==> config.mk <==
export PLATFORM = sky130hd
export DESIGN_NAME = module_bcd_a_binario
export DESIGN_NICKNAME = d
export VERILOG_FILES = /design/src/rtl/module_bcd_a_binario.sv
export SDC_FILE = /design/constraint.sdc
export NUM_CORES = 1
export LEC_CHECK = 0
export BUFFER_PORTS_ARGS = -buffer_cell sky130_fd_sc_hd__buf_2
export CAP_MARGIN = 20
export CORE_ASPECT_RATIO = 0.8
export CORE_UTILIZATION = 45
export DETAILED_ROUTE_END_ITERATION = 7
export PLACE_DENSITY = 0.67
export SLEW_MARGIN = 20
export SYNTH_ARGS = -nofsm -noshare
export SYNTH_HDL_FRONTEND = slang
export SYNTH_SLANG_ARGS = --single-unit
==> constraint.sdc <==
create_clock -name clk -period 3.2 [get_ports clk]
set_input_delay 0.32 -clock clk [delete_from_list [all_inputs] [get_ports clk]]
set_output_delay 0.32 -clock clk [all_outputs]
set_load 0.03 [all_outputs]
==> src/rtl/module_bcd_a_binario.sv <==
// Purpose: converts four BCD digits (0000-9999) into a WIDTH-bit unsigned binary value.
// Latency: done pulses for the cycle after the 6th edge counting the accepting edge (1 check + 4 digit steps).
// Backpressure: start is only sampled while idle; requests made while busy are dropped, not queued.
module module_bcd_a_binario #(
    // Must be at least 14 so that 9999 fits without overflow.
    parameter int WIDTH = 16
) (
    input  logic             clk,
    input  logic             rst,
    input  logic             start,
    input  logic [3:0]       unidades_input,
    input  logic [3:0]       decenas_input,
    input  logic [3:0]       centenas_input,
    input  logic [3:0]       milesimas_input,
    output logic [WIDTH-1:0] numero_output,
    output logic             busy,
    output logic             done,
    output logic             error
);

    typedef enum logic [1:0] {
        IDLE  = 2'd0,
        CHECK = 2'd1,
        CALC  = 2'd2
    } state_t;

    state_t           state;
    logic [WIDTH-1:0] acc;
    logic [1:0]       idx;
    // Digit slot 3 holds thousands, slot 0 holds units.
    logic [3:0][3:0]  digit_q;

    logic [3:0]       cur_digit;
    logic [WIDTH-1:0] acc_next;
    logic             digit_invalid;

    // Select the digit being folded in and form acc*10 + digit with shifts only.
    always_comb begin
        cur_digit = digit_q[idx];
        acc_next  = (acc << 3) + (acc << 1) + {{(WIDTH-4){1'b0}}, cur_digit};
    end

    // Any latched digit above 9 makes the whole request invalid.
    always_comb begin
        digit_invalid = (digit_q[3] > 4'd9) || (digit_q[2] > 4'd9) ||
                        (digit_q[1] > 4'd9) || (digit_q[0] > 4'd9);
    end

    // Control FSM with registered outputs; done defaults low so it only pulses.
    always_ff @(posedge clk) begin
        if (rst) begin
            state         <= IDLE;
            acc           <= '0;
            idx           <= '0;
            digit_q       <= '0;
            numero_output <= '0;
            busy          <= 1'b0;
            done          <= 1'b0;
            error         <= 1'b0;
        end else begin
            done <= 1'b0;
            case (state)
                IDLE: begin
                    if (start) begin
                        digit_q[3] <= milesimas_input;
                        digit_q[2] <= centenas_input;
                        digit_q[1] <= decenas_input;
                        digit_q[0] <= unidades_input;
                        acc        <= '0;
                        idx        <= 2'd3;
                        busy       <= 1'b1;
                        error      <= 1'b0;
                        state      <= CHECK;
                    end
                end
                CHECK: begin
                    if (digit_invalid) begin
                        // Previous result is deliberately left untouched.
                        error <= 1'b1;
                        done  <= 1'b1;
                        busy  <= 1'b0;
                        state <= IDLE;
                    end else begin
                        state <= CALC;
                    end
                end
                CALC: begin
                    acc <= acc_next;
                    if (idx == 2'd0) begin
                        numero_output <= acc_next;
                        done          <= 1'b1;
                        busy          <= 1'b0;
                        state         <= IDLE;
                    end else begin
                        idx <= idx - 2'd1;
                    end
                end
                default: begin
                    state <= IDLE;
                    busy  <= 1'b0;
                end
            endcase
        end
    end

endmodule

==> metrics.txt <==
commonest cells after routing, fill and taps aside 62 x nand2_1, 53 x dfxtp_1, 37 x buf_2; Hold Crit Start milesimas_input[1]; post-DR wirelength/cell ~15 um; # port buffers 37; Syn Nets 403; Mapped Cells 352; Post-Synthesis Cell Area 0.00299 mm^2; highest clock rate between 0.3 and 0.4 GHz; Max H-tree Level 2; RSZ-0062 raised after global routing no; WL final between 7 and 8 mm; Tcrit/Tclk final 95.5%; Net Sw Frac 28.0%; clk sink count 54; R2R Path End acc[12]; Die Y around 75 um; Post-synth EDFFs 0; peak supply drop roughly 0.00017 V; pin count of the biggest net entering global routing 33; sequential area share after synthesis between 30% and 40%; Area Overhead vs Synth 11.3%; number of setup buffers added after CTS 0; row count 26; Critical Path Source idx[0]; r2r worst-path depth 10; die extent in x between 90 and 100 um; DR vias/cell roughly 5.5; internal reg-to-reg setup slack 0.14 ns; fraction of layout instances using a drive strength above 1 approximately 18%; clk_lat worst skew 0.31 ns; DR vias between 2000 and 3000; vias in the first global route approximately 2300; GRT Util Overall between 20% and 30%; grt ovf 0; NetSw 0.359 mW; first-pass GRT wire length about 11 mm; starting density of the core between 40 and 50%; Post-Route Utilization about 52%; flops & latches, synth between 50 and 60; die footprint about 0.007 mm^2; Seq pwr share between 50% and 60%; ANT nets after route 0; Min-Delay Path Depth 3; placed wire-length estimate around 5.4 mm; top cell type's share of synthesized area roughly 36%; CTS Buffer Depth 2; clk_skew about 0.011 ns; Worst Hold Class primary input to flip-flop; Reg clk slew, reported paths 0.10 ns; max_cap viols 0; YS warnings 0; dominant cell type by area after synthesis dfxtp_1; crit start category flip-flop; Slew HR between 40% and 50%; Cell Pwr Density between 300 and 400 mW/mm^2; CTS tree done; minimum clock period around 3 ns; initial antenna violation count 0; internal power a little over 0.9 mW; Pleak about 1.5 nW; Avg Cell Area, Syn between 8 and 9 um^2; gpl congestion 0.890; Clock power frac between 20% and 30%; DRT Pass-1 Iters 4; critical path type flip-flop to flip-flop; Max FO, Critical Path 6; WHS Endpoint digit_q[13]; Core Area between 0.006 and 0.007 mm^2; Hold Buf Count CTS 0; root buffer cell clkbuf_8; R2R Path Start idx[0]; DRC 0; Async SR Flop Fraction 0%; Final Hold Violating Endpoints 0; max-slew violation count 0; Iter 0 DRT Violations 183; WP data required about 3.4 ns; Synth Flop Type dfxtp_1; combinational power share 14.2%; number of nets in the layout ~430; Crit. End Element flip-flop; Synth area leaders dfxtp_1 36%, ha_1 13%, nand2_1 7.8%; most common cell after layout, fill and taps aside nand2_1; Worst-Margin Slew roughly 0.79 ns; outcome finished clean; cts bufs inserted 5; TNS Setup 0 ns; final setup vio count 0; # IOs 38; ANT cells 0; critical path arrival ~3.3 ns; Distinct cells, synth 49
==> per-layer routing <==
metal | track usage [%] | part of all wire (%)
met4 | 4.27 | 0.71
met5 | 0 | 0
met1 | 31.9 | 51
met3 | 3.94 | 7.3
met2 | 30.6 | 41
==> state kept, by name (all words and copies together) (netlist names) <==
register and count:
digit_q 16, state 2, idx 2, busy 1, acc 15, numero_output 16, error 1, done 1
==> power groups by stage <==
stage	clock, mW	sequential [mW]	combinational, mW
after CTS	0.391	0.717	0.181
after global routing	0.418	0.722	0.204
final	0.381	0.718	0.181
after global placement	0	0.731	0.177
after detailed placement	0	0.732	0.180
after floorplan	0	0.732	0.125
==> logic make-up after synthesis <==
logic type	count (synthesis)	synth area share [%]
AND/OR/NAND/NOR	123	17.9
AO/OA/AOI/OAI	91	20.7
flip-flops	54	36.2
buffers and inverters	35	4.52
adder cells (fa/ha/maj)	32	13.9
XOR/XNOR	13	3.81
multiplexers	4	3.01
==> how the worst max path moves through the flow <==
stage,endpoint,slack (ns),cells after the start
final,acc[12],0.14,10
after CTS,acc[12],0.08,10
after global placement,acc[12],0.09,10
after global routing,acc[12],0.01,10
after detailed placement,acc[12],0.009,10
after floorplan,acc[14],0.09,11
==> worst max-delay path, stage by stage (launching register included) <==
cell       delay [ns]
dfxtp_4          0.39
mux4_2           0.49
inv_1            0.08
fa_1             0.45
fa_1             0.48
and2b_1          0.25
o2111ai_2        0.16
a31oi_4          0.24
a21oi_2          0.09
xnor2_1          0.13
a22o_1           0.19
==> final cells by class <==
| class | instances | area (um^2) |
|---|---|---|
| Clock inverter | 2 | 13.8 |
| Inverter | 15 | 56.3 |
| Multi-Input combinational cell | 263 | 1770 |
| Tap cell | 84 | 105 |
| Fill cell | 595 | 3080 |
| Clock buffer | 6 | 72.6 |
| Timing Repair Buffer | 42 | 223 |
| Sequential cell | 54 | 1080 |
==> through the flow <==
step                      cells  instance area (um^2)  hold WS (ns)  worst slack [ns]  power (mW)
after CTS                   466                  3330         0.225            0.0796        1.29
final                       466                  3330         0.229             0.143        1.28
after global placement      458                  3240         0.440            0.0888       0.909
after detailed placement    458                  3240         0.444           0.00897       0.912
after floorplan             352                  2990         0.429            0.0851       0.856
after global routing        466                  3330         0.228            0.0132        1.34
==> synth_stat cells, drive strengths merged, types with 3 or more instances <==
cell type  instances
nand2             63
dfxtp             54
a21oi             39
ha                30
nor2              28
clkbuf            15
inv               15
o21ai             14
nand3             11
xnor2             10
a22oi              8
a22o               5
buf                5
nor3               5
a31oi              4
and2               4
mux4               4
a211oi             3
a21o               3
a32oi              3
nand2b             3
o21a               3
xor2               3
==> what timing repair did <==
item / in CTS / in global routing
endpoints found under the setup margin: 1 / 4
pin swaps: 0 / 1
cloned: 0 / 0
gates resized for setup: 1 / 1
Power figures use the tool's default switching activity.
